File: src/rtl/alu_share_arbiter.sv
// alu_share_arbiter: shares one ALU between two valid/ready requesters.
// Define ALU_ARB_FIXED_PRIO_EN for strict r0 priority on ties.
module alu_share_arbiter #(
  parameter int DATA_WIDTH = 32,
  parameter int CTRL_WIDTH = 4
) (
  input  logic                  clk_i,
  input  logic                  reset_i,
  input  logic                  r0_req_valid_i,
  output logic                  r0_req_ready_o,
  input  logic [CTRL_WIDTH-1:0] r0_ctrl_i,
  input  logic [DATA_WIDTH-1:0] r0_a_i,
  input  logic [DATA_WIDTH-1:0] r0_b_i,
  output logic                  r0_rsp_valid_o,
  input  logic                  r0_rsp_ready_i,
  output logic [DATA_WIDTH-1:0] r0_rsp_result_o,
  output logic [3:0]            r0_rsp_flags_o,
  input  logic                  r1_req_valid_i,
  output logic                  r1_req_ready_o,
  input  logic [CTRL_WIDTH-1:0] r1_ctrl_i,
  input  logic [DATA_WIDTH-1:0] r1_a_i,
  input  logic [DATA_WIDTH-1:0] r1_b_i,
  output logic                  r1_rsp_valid_o,
  input  logic                  r1_rsp_ready_i,
  output logic [DATA_WIDTH-1:0] r1_rsp_result_o,
  output logic [3:0]            r1_rsp_flags_o,
  output logic [CTRL_WIDTH-1:0] alu_control_o,
  output logic [DATA_WIDTH-1:0] alu_a_o,
  output logic [DATA_WIDTH-1:0] alu_b_o,
  input  logic [DATA_WIDTH-1:0] alu_result_i,
  input  logic [3:0]            alu_flags_i,
  output logic [15:0]           grant_cnt0_o,
  output logic [15:0]           grant_cnt1_o
);

  localparam logic [15:0] CNT_MAX = 16'hFFFF;

  logic [1:0] req_valid;
  logic [1:0] rsp_ready;
  logic [1:0] elig;
  logic [1:0] gnt;

  logic [1:0]                 rsp_valid_q, rsp_valid_d;
  logic [1:0][DATA_WIDTH-1:0] rsp_result_q, rsp_result_d;
  logic [1:0][3:0]            rsp_flags_q, rsp_flags_d;
  logic [1:0][15:0]           grant_cnt_q, grant_cnt_d;
  logic                       last_grant_q, last_grant_d;

  assign req_valid = {r1_req_valid_i, r0_req_valid_i};
  assign rsp_ready = {r1_rsp_ready_i, r0_rsp_ready_i};

  // A full buffer only blocks its own requester, and only if not draining.
  assign elig = req_valid & (~rsp_valid_q | rsp_ready);

  always_comb begin
    gnt = 2'b00;
    unique case (1'b1)
      (elig == 2'b11): gnt = last_grant_q ? 2'b01 : 2'b10;
      (elig == 2'b01): gnt = 2'b01;
      (elig == 2'b10): gnt = 2'b10;
      default:         gnt = 2'b00;
    endcase
  end

  always_comb begin
`ifdef ALU_ARB_FIXED_PRIO_EN
    last_grant_d = last_grant_q;
`else
    last_grant_d = (|gnt) ? gnt[1] : last_grant_q;
`endif
  end

  always_comb begin
    alu_control_o = '0;
    alu_a_o       = '0;
    alu_b_o       = '0;
    unique case (1'b1)
      gnt[0]: begin
        alu_control_o = r0_ctrl_i;
        alu_a_o       = r0_a_i;
        alu_b_o       = r0_b_i;
      end
      gnt[1]: begin
        alu_control_o = r1_ctrl_i;
        alu_a_o       = r1_a_i;
        alu_b_o       = r1_b_i;
      end
      default: ;
    endcase
  end

  always_comb begin
    rsp_valid_d  = rsp_valid_q;
    rsp_result_d = rsp_result_q;
    rsp_flags_d  = rsp_flags_q;
    grant_cnt_d  = grant_cnt_q;
    for (int n = 0; n < 2; n++) begin
      rsp_valid_d[n] = gnt[n] |
                       (rsp_valid_q[n] & ~rsp_ready[n]);
      if (gnt[n]) begin
        rsp_result_d[n] = alu_result_i;
        rsp_flags_d[n]  = alu_flags_i;
      end
      if (gnt[n] && grant_cnt_q[n] != CNT_MAX) begin
        grant_cnt_d[n] = grant_cnt_q[n] + 16'd1;
      end
    end
  end

  always_ff @(posedge clk_i) begin
    if (reset_i) begin
      rsp_valid_q  <= '0;
      rsp_result_q <= '0;
      rsp_flags_q  <= '0;
      grant_cnt_q  <= '0;
      last_grant_q <= 1'b1;
    end else begin
      rsp_valid_q  <= rsp_valid_d;
      rsp_result_q <= rsp_result_d;
      rsp_flags_q  <= rsp_flags_d;
      grant_cnt_q  <= grant_cnt_d;
      last_grant_q <= last_grant_d;
    end
  end

  assign r0_req_ready_o  = gnt[0];
  assign r1_req_ready_o  = gnt[1];
  assign r0_rsp_valid_o  = rsp_valid_q[0];
  assign r1_rsp_valid_o  = rsp_valid_q[1];
  assign r0_rsp_result_o = rsp_result_q[0];
  assign r1_rsp_result_o = rsp_result_q[1];
  assign r0_rsp_flags_o  = rsp_flags_q[0];
  assign r1_rsp_flags_o  = rsp_flags_q[1];
  assign grant_cnt0_o    = grant_cnt_q[0];
  assign grant_cnt1_o    = grant_cnt_q[1];

endmodule

File: config.mk
export PLATFORM = sky130hd
export DESIGN_NAME = alu_share_arbiter
export DESIGN_NICKNAME = d
export VERILOG_FILES = /design/src/rtl/alu_share_arbiter.sv
export SDC_FILE = /design/constraint.sdc
export NUM_CORES = 1
export LEC_CHECK = 0
export BUFFER_PORTS_ARGS = -buffer_cell sky130_fd_sc_hd__buf_2
export CAP_MARGIN = 10
export CORE_AREA = 4 4 137 139
export CTS_BUF_LIST = sky130_fd_sc_hd__clkbuf_4 sky130_fd_sc_hd__clkbuf_8
export DETAILED_ROUTE_END_ITERATION = 8
export DIE_AREA = 0 0 141 143
export PLACE_DENSITY = 0.59
export SLEW_MARGIN = 10
export SYNTH_ARGS = -nofsm -noshare
export SYNTH_HDL_FRONTEND = slang
export SYNTH_SLANG_ARGS = --single-unit
File: constraint.sdc
create_clock -name clk_i -period 4.53 [get_ports clk_i]
set_clock_uncertainty 0.1 [all_clocks]
set_input_delay 1.1325 -clock clk_i [delete_from_list [all_inputs] [get_ports clk_i]]
set_output_delay 1.1325 -clock clk_i [all_outputs]
set_load 0.005 [all_outputs]
-- After elaboration in Yosys (flattened, before gate mapping)
Cells that the tools add are included.
- register bits after elaboration: 107
- output and inout port bits: 176
- reduce and logical (&&, ||, !) cells: 3
- multiplexer cells: 5
- $add $sub $neg: 2
- equality and inequality tests: 5
- bitwise gates (word level): 9
- operators with widths (kind ; number):
    32-bit case mux with 2 select lines ; 2
    16-bit by 1-bit adder with 16-bit output, second input constant ; 2
    16-bit != test, second input constant ; 2
    4-bit case mux with 2 select lines ; 1
    2-bit case mux with 3 select lines ; 1
    2-bit == test, second input constant ; 2
    1-bit AND ; 2
    2-bit AND ; 1
    2-bit by 1-bit == test with 1-bit output, second input constant ; 1
    1-bit logical AND ; 2
    2-bit two-way mux ; 1
    1-bit NOT ; 2
    2-bit NOT ; 1
    1-bit OR ; 2
    2-bit OR ; 1
    2-bit OR reduction ; 1

-- Depth between registers and ports, before layout
Gate-level depths: netlist of the first run.
- depth in word-level cells: 6
- mapped depth: 8

-- Worst setup path before layout of the first run
No wires, ideal clock.
- kind: in2out
- from: input port r0_rsp_ready_i
- to: output port alu_b_o[10]
- cell stages on the path: 7
- data arrival time: 2.382 ns
- setup slack: 0.915 ns
- data required time: 3.298 ns
- cells stage by stage: nand2b_4 -> a311o_1 -> buf_4 -> clkinv_2 -> buf_2 -> buf_2 -> a22o_1
- longest elaborated chain between the ends: 5
- elaborated cells on any way between the ends: 7
- ends and longest elaborated chain (item ; line ; RTL):
    start: declaration ; 15 ; input logic r0_rsp_ready_i,
    2-bit OR * ; 53 ; assign elig = req_valid & (~rsp_valid_q | rsp_ready);
    2-bit AND * ; 53 ;
    2-bit == test (tied with other cells) ; 60 ; (elig == 2'b10): gnt = 2'b10;
    2-bit case mux with 3 select lines * ; 57 ; unique case (1'b1)
    32-bit case mux with 2 select lines * ; 77 ; unique case (1'b1)
    end: declaration ; 29 ; output logic [DATA_WIDTH-1:0] alu_b_o,
Mark *: on every way between the ends. The rest lies on a longest branch, timed or not.

-- Final worst setup path of the first run
- from: input port r0_rsp_ready_i
- to: output port alu_b_o[26]
Same word-level chain as after synthesis.

==> impl_metrics.yaml, run 1 <==
clocking:
  cts_max_path_buffers: 2
  clkSinkCount: 107
  postCtsResizedCells: 0
  cts_root_buf: "clkbuf_8"
  cts_tree: "built"
  clock_latency_ns: 0.38
  path_clk_slew_ns: 0.10
  post_cts_buffers: 0
  cts_made_buffers: 9
  htree_levels: 3
  holdBufCountCts: 0
finish:
  layout_commonest_cell: "buf_2"
  seq_area_um2: 2140
  final_cell_mix: "352 x buf_2, 154 x nand2_1, 107 x dfxtp_1"
  final_area_um2: 7030
  multiInputGateArea_um2: 2500
  syn2layout_area_growth_pct: 45.3
  fillCellCount: 1920
  final_nets: 1101
  final_layout_size_suffix_gt1_frac: 0.425
place:
  dpl_cell_area_um2: 6820
  port_buffers: 353
  dp_hpwl_um: 16600
  gp_congestion: 0.798
worst_setup_path:
  cp_max_fo: 49
  critPathRequiredTime_ns: 3.30
  crit_path_end_kind: "output pin"
  worst-setup-path-type: "input port to output pin"
  startpoint_type: "input port"
  critPathArrivalTime_ns: 2.69
route:
  drc_errors: 0
  drt_iter0_drc: 289
  via_per_inst: 4.79
  vias: 5543
  ant_nets: 0
  wl_per_cell_um: 18.6
  dr.pass1.iters: 4
  finalWirelength_um: 21500
grt:
  grt_util_all_layers: 0.200
  grt_max_degree: 82
  grt_overflow: 0
  grt_pass1_vias: 5145
  antenna_found_initial: 9
  grt_pass1_wl_um: 31000
sta:
  fin_crit_sh: 0.866
  drv_slew: 0
  maxSlewHeadroom: 0.405
  fmax_mhz: 255
  rsz0062_at_grt: "false"
  tightestPinTransition_ns: 0.893
  finalHoldViolations: 0
  finalSetupTns_ns: 0
  setup-violations-final: 0
  fin_crit_ns: 3.92
logic_synthesis:
  syn_avg_cell_area_um2: 8.17
  synth-edff-count: 0
  syn_nets: 772
  synth_cell_type_count: 45
  synth_seq_cells: 107
  synthCells: 592
  yosysWarnings: 0
  async_flop_share: 0
  synth_seq_area_share: 0.443
  syn_area_um2: 4830
  synth_ff_type: "dfxtp_1"
power_and_ir_drop:
  peakVddDrop_mv: 0.123
  p_int_mw: 1.47
  leakagePower_nw: 3.43
  combPwrFrac: 0.223
  seqPwrFrac: 0.486
  p_sw_frac: 0.297
  p_clk_frac: 0.291
  p_per_area_nw_per_um2: 297
  power_switching_mw: 0.619
floorplan:
  core-area_um2: 17700
  die_w_um: 141
  initial_utilization: 0.274
  rows: 49
  die-area_um2: 20200
  io_pins: 354
  die_h_um: 143
status:
  status: "complete, no violations"
worst_hold_path:
  hold_path_class: "flop to flop"
flow_run:
  maxCapViolations: 0
## worst paths after layout
| path | startpoint | to | slack (ns) | depth (start not counted) |
|---|---|---|---|---|
| min | r1_rsp_result_o[0] | r1_rsp_result_o[0] | 0.36 | 2 |
| max | r0_rsp_ready_i | alu_b_o[26] | 0.61 | 7 |
| min reg2reg | r1_rsp_result_o[0] | r1_rsp_result_o[0] | 0.36 | 2 |
| max reg2reg | rsp_valid_q[1] | grant_cnt1_o[15] | 2.08 | 8 |
## logic make-up (layout without fill, tap and decap cells)
kind of cell	Yosys count	count (layout)	synth area share
other cells	0	3	0
compound gates	158	158	0.228
buf+inv	50	384	0.0419
simple gates	248	248	0.230
xor+xnor	24	24	0.0435
mux	3	3	0.00828
fa+ha+maj	2	2	0.00518
flops	107	107	0.443
## sequential cells by signal, indices dropped and copies added, names as in the netlist
signal and cells:
rsp_valid_q 2, r0_rsp_flags_o 4, grant_cnt0_o 16, r1_rsp_flags_o 4, last_grant_q 1, r0_rsp_result_o 32
grant_cnt1_o 16, r1_rsp_result_o 32
## critical path, stage by stage
cell      delay [ns]
buf_2           0.09
nand2b_4        0.15
a311o_2         0.41
clkinv_2        0.29
buf_12          0.28
a22o_1          0.19
buf_2           0.12
## area by class of cell
| cell class | count | share of cell area |
|---|---|---|
| Antenna cell | 3 | 0.00107 |
| Tap cell | 229 | 0.0408 |
| Clock inverter | 7 | 0.0109 |
| Timing Repair Buffer | 363 | 0.266 |
| Multi-Input combinational cell | 435 | 0.356 |
| Inverter | 5 | 0.00303 |
| Sequential cell | 107 | 0.305 |
| Clock buffer | 9 | 0.0176 |
## power groups by stage
stage	Combinational, mW	Sequential (mW)	Clock, mW
floorplan	0.210	1.04	0
global placement	0.467	1.03	0
detailed placement	0.468	1.04	0
CTS	0.470	1.01	0.638
global route	0.513	1.02	0.671
finish	0.464	1.01	0.608
## cells in the mapped netlist, types with 6 or more instances
cell	count	area (um^2)
nand3_1	8	40.0
dfxtp_1	107	2140
nor2_1	37	139
a21oi_1	77	385
clkbuf_1	31	116
nor4_1	11	68.8
a22o_1	68	596
xnor2_1	23	201
nand2_1	154	578
buf_2	8	40.0
nor3_1	6	30.0
nand4_1	7	43.8
## layer usage
layer | up-vias | track usage | wire, um
li1 | 2721 | - | -
met1 | 2558 | 0.258 | 8900
met2 | 231 | 0.328 | 10600
met3 | 31 | 0.0472 | 1610
met4 | 2 | 0.0755 | 432
met5 | - | 0 | 13
## stage by stage
step | std cells | hold slack [ns] | util | power (mW) | setup slack (ns)
detailed placement | 1139 | 0.343 | 0.386 | 1.50 | 0.616
floorplan | 592 | 0.349 | - | 1.25 | 0.915
finish | 1158 | 0.356 | 0.398 | 2.09 | 0.606
CTS | 1155 | 0.358 | 0.398 | 2.12 | 0.616
global placement | 1139 | 0.340 | 0.386 | 1.50 | 0.653
global route | 1157 | 0.373 | 0.398 | 2.21 | 0.533
(Power assumes the default switching activity.)
==> run 2: changes to the inputs <==
==> constraint.sdc (replaced) <==
create_clock -name clk_i -period 4.53 [get_ports clk_i]
set_clock_uncertainty 0.1 [all_clocks]
set_input_delay 0.2265 -clock clk_i [delete_from_list [all_inputs] [get_ports clk_i]]
set_output_delay 0.2265 -clock clk_i [all_outputs]
set_load 0.005 [all_outputs]
==> run 2 against run 1 <==
Effect of this change:
- combinational power increased by 6.7%
- sequential share of layout area fell by 1.5 points
- non-clock buffer count rose by 33
- first-iteration DRC count rose by 12%
- total power rose by 5.1%
- fmax increased by 20%
- final cell count is 2.8% higher
- largest power group unchanged
- critical path depth fell by 1
- die area is the same
- critical endpoint is now alu_b_o[15]
==> impl_metrics.yaml, run 2 (synthesis gave the netlist of run 1 again) <==
place:
  dpl_cell_area_um2: 6780
  gp_congestion: 0.873
  preCtsSetupSlack_ns: 1.67
  place_inst: 1136
  port_buffers: 353
  dp_hpwl_um: 16400
clocking:
  cts_root_buf: "clkbuf_8"
  cts_made_buffers: 9
  path_clk_slew_ns: 0.11
  clkSinkCount: 107
  htree_levels: 3
  cts_tree: "built"
  cts_max_path_buffers: 2
  clock_latency_ns: 0.37
power_and_ir_drop:
  p_per_area_nw_per_um2: 297
  leakagePower_nw: 3.58
  peakVddDrop_mv: 0.155
  design_power_total_mw: 2.19
sta:
  setup-violations-final: 0
  rsz0062_at_grt: "false"
  finalSetupTns_ns: 0
  maxSlewHeadroom: 0.320
  setup_ws_ns: 1.27
  tightestPinTransition_ns: 1.02
  drv_slew: 0
  whs_ns: 0.0710
  fin_crit_sh: 0.719
  finalHoldViolations: 0
  fin_crit_ns: 3.26
  fmax_mhz: 307
route:
  ant_nets: 0
  drc_errors: 0
  wl_per_cell_um: 18.1
  finalWirelength_um: 21500
  drt_iter0_drc: 324
  dr.pass1.iters: 4
  via_per_inst: 4.77
  vias: 5678
worst_setup_path:
  cp_max_fo: 67
  critPathArrivalTime_ns: 2.93
  cpPeakStageDelay_ns: 0.72
  worst-setup-path-type: "flop to output pin"
  critPathRequiredTime_ns: 4.20
  crit_path_end_kind: "output pin"
  crit_path_top_delay_cell: "clkinv_2"
  startpoint_type: "flop"
  worstPathCellList: "nor2b_1, a311o_2, clkinv_2, buf_12, a22o_1, buf_2"
finish:
  final_nets: 1134
  layout_commonest_cell: "buf_2"
  final_layout_size_suffix_gt1_frac: 0.408
  syn2layout_area_growth_pct: 52.8
  stdcell_count: 1191
  fin_util: 0.418
  final_cell_mix: "352 x buf_2, 154 x nand2_1, 107 x dfxtp_1"
  final_area_um2: 7390
floorplan:
  initial_utilization: 0.274
  die_h_um: 143
  core-area_um2: 17700
  die_w_um: 141
  rows: 49
  io_pins: 354
  die-area_um2: 20200
status:
  status: "complete, no violations"
grt:
  grt_overflow: 0
  antenna_found_initial: 4
  grt_pass1_wl_um: 31100
  grt_pass1_vias: 5332
  grt_max_degree: 68
  grt_util_all_layers: 0.199
worst_hold_path:
  hold_path_class: "input port to flop"
flow_run:
  maxCapViolations: 0
[run 2: area by class of cell]
cell class,instances,area (um^2)
flip-flops and latches,107,2140
well taps,229,287
diodes,3,7.51
fillers,1838,10300
repair buffers,396,2190
clock buffers,10,138
inverters,5,21.3
multi-input cells,435,2500
clock inverters,6,96.3
[run 2: repair_timing]
| action | 4_1_cts | 5_1_grt |
|---|---|---|
| setup buffers | 0 | 0 |
| gates resized for setup | 0 | 0 |
| hold buffers | 36 | 0 |
| endpoints found under the hold margin | 71 | 0 |
| setup endpoints to repair | 0 | 0 |
[run 2: final timing paths]
path,slack [ns],start,end,cells past startpoint
setup / recovery,1.27,rsp_valid_q[1],alu_b_o[15],6
hold / removal,0.07,r0_req_valid_i,last_grant_q,3
setup reg to reg,1.88,rsp_valid_q[1],grant_cnt1_o[12],6
hold reg to reg,0.36,r1_rsp_result_o[3],r1_rsp_result_o[3],2
[run 2: layer usage]
metal	global-route usage	part of all wire	vias up
li1	-	-	2793
met1	0.257	0.42	2597
met2	0.312	0.46	250
met3	0.0526	0.077	38
met4	0.0872	0.040	0
met5	0	0	-
[run 2: report_power, final]
part	switching (mW)	leakage (nW)	internal, mW
Clock	0.350	0.115	0.334
Combinational	0.260	2.59	0.235
Sequential	0.0261	0.874	0.987
[run 2: worst max-delay path: cells and delay by family (launching register included)]
kind / cells / cell delay, ns
AOI/OAI and AO/OA: 2 / 0.47
DFF: 1 / 0.33
and+or+nand+nor: 1 / 0.37
buffers and inverters: 3 / 1.37
